$ cat src/rtl/pdm_multi.sv
// pdm_multi: multi-channel first-order pulse-density modulator with
// complementary outputs and optional dead-time insertion.
//
// Ports
//   clk          rising-edge clock
//   rst_n        asynchronous active-low reset
//   en           global modulator enable
//   duty_wr      write strobe for the shadow duty of channel duty_ch
//   duty_ch      channel index for duty_wr (out-of-range indices ignored)
//   duty_data    duty value written on duty_wr
//   duty_commit  copies every shadow duty into its active duty
//   pdm          per-channel high-side output (registered)
//   pdm_n        per-channel low-side output (registered)
//
// Output FSM (DEADTIME > 0), one per channel
//   state | meaning
//   LO_ON | low side driven: pdm=0, pdm_n=1
//   DEAD  | both sides off while the dead counter runs down
//   HI_ON | high side driven: pdm=1, pdm_n=0
module pdm_multi #(
  parameter int WIDTH    = 16,
  parameter int CHANNELS = 4,
  parameter int DEADTIME = 0,
  localparam int CH_W    = (CHANNELS > 1) ? $clog2(CHANNELS) : 1
) (
  input  logic                clk,
  input  logic                rst_n,
  input  logic                en,
  input  logic                duty_wr,
  input  logic [CH_W-1:0]     duty_ch,
  input  logic [WIDTH-1:0]    duty_data,
  input  logic                duty_commit,
  output logic [CHANNELS-1:0] pdm,
  output logic [CHANNELS-1:0] pdm_n
);

  logic [WIDTH-1:0]    shadow_q [CHANNELS];
  logic [WIDTH-1:0]    active_q [CHANNELS];
  logic [WIDTH-1:0]    acc_q    [CHANNELS];
  logic [WIDTH-1:0]    acc_d    [CHANNELS];
  logic [CHANNELS-1:0] raw;

  // Adding 2^WIDTH-1 rather than 2^WIDTH keeps acc inside [0, 2^WIDTH-1]
  // without wrap, so a full-scale duty gives a constant 1.
  always_comb begin
    raw = '0;
    for (int c = 0; c < CHANNELS; c++) begin
      acc_d[c] = '0;
      raw[c]   = en && (active_q[c] >= acc_q[c]);
      if (en)
        acc_d[c] = acc_q[c] + (raw[c] ? {WIDTH{1'b1}} : {WIDTH{1'b0}}) - active_q[c];
    end
  end

  // Per-channel index decode drops duty_ch values with no matching channel.
  // The commit reads shadow_q before this edge's write lands, so a write in
  // the commit cycle stays pending for the next commit.
  always_ff @(posedge clk or negedge rst_n) begin
    if (!rst_n) begin
      for (int c = 0; c < CHANNELS; c++) begin
        shadow_q[c] <= '0;
        active_q[c] <= '0;
        acc_q[c]    <= '0;
      end
    end else begin
      for (int c = 0; c < CHANNELS; c++) begin
        if (duty_wr && (duty_ch == CH_W'(c)))
          shadow_q[c] <= duty_data;
        if (duty_commit)
          active_q[c] <= shadow_q[c];
        acc_q[c] <= acc_d[c];
      end
    end
  end

  if (DEADTIME == 0) begin : g_direct
    always_ff @(posedge clk or negedge rst_n) begin
      if (!rst_n) begin
        pdm   <= '0;
        pdm_n <= '1;
      end else begin
        pdm   <= raw;
        pdm_n <= ~raw;
      end
    end
  end else begin : g_dead
    typedef enum logic [1:0] {LO_ON, DEAD, HI_ON} state_t;

    localparam logic [3:0] DT_LOAD = 4'(DEADTIME - 1);

    state_t     state_q [CHANNELS];
    state_t     state_d [CHANNELS];
    logic [3:0] cnt_q   [CHANNELS];
    logic [3:0] cnt_d   [CHANNELS];

    // raw is only consulted at the end of DEAD, so a glitch mid-interval
    // neither shortens nor restarts it.
    always_comb begin
      for (int c = 0; c < CHANNELS; c++) begin
        state_d[c] = state_q[c];
        cnt_d[c]   = cnt_q[c];
        case (state_q[c])
          LO_ON: if (raw[c]) begin
            state_d[c] = DEAD;
            cnt_d[c]   = DT_LOAD;
          end
          HI_ON: if (!raw[c]) begin
            state_d[c] = DEAD;
            cnt_d[c]   = DT_LOAD;
          end
          DEAD: begin
            if (cnt_q[c] == 4'd0)
              state_d[c] = raw[c] ? HI_ON : LO_ON;
            else
              cnt_d[c] = cnt_q[c] - 4'd1;
          end
          default: begin
            state_d[c] = LO_ON;
            cnt_d[c]   = '0;
          end
        endcase
      end
    end

    // Outputs are registered from the next state so they change on the
    // same edge as the state and never overlap.
    always_ff @(posedge clk or negedge rst_n) begin
      if (!rst_n) begin
        for (int c = 0; c < CHANNELS; c++) begin
          state_q[c] <= LO_ON;
          cnt_q[c]   <= '0;
        end
        pdm   <= '0;
        pdm_n <= '1;
      end else begin
        for (int c = 0; c < CHANNELS; c++) begin
          state_q[c] <= state_d[c];
          cnt_q[c]   <= cnt_d[c];
          pdm[c]     <= (state_d[c] == HI_ON);
          pdm_n[c]   <= (state_d[c] == LO_ON);
        end
      end
    end
  end

endmodule
$ cat config.mk
export PLATFORM = sky130hd
export DESIGN_NAME = pdm_multi
export DESIGN_NICKNAME = d
export VERILOG_FILES = /design/src/rtl/pdm_multi.sv
export SDC_FILE = /design/constraint.sdc
export NUM_CORES = 1
export LEC_CHECK = 0
export ABC_CLOCK_PERIOD_IN_PS = 14600
export CAP_MARGIN = 15
export CORE_MARGIN = 1.5
export CORE_UTILIZATION = 50
export DETAILED_ROUTE_END_ITERATION = 10
export GPL_ROUTABILITY_DRIVEN = 0
export HOLD_SLACK_MARGIN = 0.08
export PLACE_DENSITY = 0.66
export REMOVE_ABC_BUFFERS = 1
export SYNTH_ARGS = -nofsm -noshare
export SYNTH_HDL_FRONTEND = slang
export SYNTH_SLANG_ARGS = --single-unit
$ cat constraint.sdc
create_clock -name clk -period 14.6 [get_ports clk]
set_input_delay 4.38 -clock clk [delete_from_list [all_inputs] [get_ports clk]]
set_output_delay 4.38 -clock clk [all_outputs]
set_load 0.02 [all_outputs]
==> metrics.txt <==
Syn. warnings=0; actual transition at the worst max-transition pin=921 ps; synthesized-area fraction occupied by ao, oa, aoi and oai cells=11.9%; relative slew slack=38.4%; adder-cell area share of the yosys netlist=25.7%; RSZ-0062 raised after global routing=false; average vias per placed instance=5.00; most used flip-flop cell after synthesis=sky130_fd_sc_hd__dfrtp_1; delay of the slowest cell on the worst path=760 ps; cell breakdown of the critical path=buf_2, buf_4, nand2_1, fa_1, inv_1, ha_1, a2111oi_4, o21ai_2, a311oi_4, o21ai_2, a31oi_1, xnor3_1, and2_1; simple-gate share of the synthesized area=8.52%; number of filler instances in the final layout=2299; Routed wire per std cell=14.9 um; largest net degree at the start of global routing=92; placeable core area=0.0268 sq mm; Worst Hold Class=register to register; I/O Buffers=30; initial antenna violation count=0; post-synth design cell area=0.0136 sq mm; clock tree from TritonCTS=yes; Layout area overhead=9.32%; status=finished clean; count of final hold-check violations=0; CP arrival=8750 ps; Worst setup EP type=register; antenna diode count=0; area occupied by registers=0.00501 sq mm; number of buffers inserted for hold repair after clock tree synthesis=0; data required time at the worst endpoint=14930 ps; row count=60; aggregate global routing overflow=0; Post-Synth XOR/XNOR Area=3.32%; highest clock rate=119 MHz; total count of max-transition violations in the final report=0; critical path start-end classification=input port to register; post-synth cell types=60; die height=168 um; Crit Path Max Fanout=47; first-pass iteration count of the detailed router=5; Root Buffer=sky130_fd_sc_hd__clkbuf_16; Skew-Pair Late Insertion Delay=440 ps; sequential cell area fraction in the yosys report=36.8%; post-layout min period=8420 ps; cts bufs inserted=17; clk sinks=200; DIE WIDTH=168 um; number of post-CTS setup repair buffers=0; DR vias=8578; syn avg cell area=10.2 sq um; Gates resized, CTS repair=0; NumNets Final=1630; wire length of the first global-routing pass=44600 um; overall die area=0.0282 sq mm; number of cells in the finished layout apart from fillers=1717; worst slack, placed=5670 ps; number of flops mapped to enable cells by yosys=0; number of cells after detailed placement=1685; cell seen most often among critical-path stages=sky130_fd_sc_hd__o21ai_2; worst-case setup margin in the final layout=6180 ps; DRC violation count after routing=0; fraction of synthesized area in multiplexers=6.00%; final clock period utilization by the worst path=57.7%; number of standard cells after synthesis=1334; fraction of final layout cells with drive strength greater than 1=9.38%; post-synthesis register bit count=200; total of max-cap violations=0; Routed WL=25500 um; async set-or-reset flop fraction in the synthesized netlist=100%; Final HPWL DP=18800 um; Starting DRT DRC Count=484; Worst-path clk slew=80 ps; vias in the first global route=8849; Overall Global Routing Usage=19.7%; most common cell after layout, fill and taps aside=sky130_fd_sc_hd__inv_1; slowest stage cell, crit path=sky130_fd_sc_hd__fa_1; effective utilization at floorplan=50.8%; count of pins on the block boundary=31; final setup violation count=0; CP Launch Type=input port; deepest clock path buffer count=2; H-tree depth=4; leading cell types in the layout, fill and taps excluded=sky130_fd_sc_hd__inv_1, sky130_fd_sc_hd__dfrtp_1, sky130_fd_sc_hd__ha_1; total negative setup slack=0 ps; worst-case hold slack=481 ps; worst clock skew=12.8 ps; largest family of logic cells by synthesized area=adder cells; area taken by multi-input logic gates=0.00756 sq mm; number of nets still failing antenna checks after routing=0
==> cell families (layout without fill, tap and decap cells) <==
family	count (synthesis)	after routing
AOI/OAI and AO/OA	258	258
adders and majority gates	244	244
buffers and inverters	279	321
and+or+nand+nor	230	230
xor gates and xnor gates	50	50
DFF	200	200
muxes	73	73
==> worst max-delay path: cells and delay by family <==
kind | cells | cell delay, ps
adder cells (fa/ha/maj) | 2 | 1160
AO/OA/AOI/OAI | 5 | 1120
buffers and inverters | 3 | 980
AND/OR/NAND/NOR | 2 | 850
XOR/XNOR | 1 | 220
==> final timing paths <==
check,startpoint,end,slack [ps],cells past startpoint
worst min-delay path,shadow_q[55]$_DFFE_PN0P_,active_q[55]$_DFFE_PN0P_,480,2
worst max-delay path,en,acc_q[63]$_DFF_PN0_,6180,13
max in group asynchronous,rst_n,shadow_q[29]$_DFFE_PN0P_,8620,3
worst min register to register,shadow_q[55]$_DFFE_PN0P_,active_q[55]$_DFFE_PN0P_,480,2
worst max register to register,active_q[49]$_DFFE_PN0P_,acc_q[63]$_DFF_PN0_,9550,18
min in group asynchronous,rst_n,acc_q[44]$_DFF_PN0_,3990,1
==> synth_stat cells (all sizes together) (7+ instances only) <==
cell type,count,share of area [%]
ha,184,17
a211oi,7,0.42
nand4,7,0.32
mux2,68,5.6
o21bai,10,0.55
xor2,15,0.97
nand3,12,0.44
o21ai,99,3.7
a21oi,60,2.2
a31oi,9,0.41
nand2,88,2.4
clkbuf,26,0.72
o211ai,7,0.39
nor2,30,0.83
dfrtp,196,36
inv,253,7.0
a21o,31,1.7
a211o,7,0.45
and2,51,2.4
nand2b,8,0.37
xnor2,34,2.2
fa,60,8.8
==> layer usage <==
layer / routed length, um / track usage (%)
met3: 468 / 2.35
met2: 11800 / 31.8
met1: 13000 / 28.6
met5: 0 / 0
met4: 292 / 4.47
==> per-stage QoR <==
step / utilization (%) / cell area [sq um]
after floorplan: - / 13500
after global placement: 53.3 / 14300
after detailed placement: 53.3 / 14300
after CTS: 55.5 / 14900
after global routing: 55.5 / 14900
final: 55.5 / 14900
==> layout make-up <==
| type | count | area share (%) |
|---|---|---|
| multi-input cells | 855 | 50.8 |
| flip-flops and latches | 200 | 33.7 |
| inverters | 253 | 6.38 |
| clock buffers | 18 | 2.89 |
| well taps | 341 | 2.87 |
| repair buffers | 36 | 2.30 |
| clock inverters | 14 | 1.04 |
==> registers in the layout, summed over array words and instances (netlist names) <==
register and count:
active_q 64, pdm_n 4, acc_q 64, shadow_q 64, pdm 4
Power is left out: the tool's default activity adds up to more than one toggle a clock period on the data nets, which glitch-free logic cannot reach.
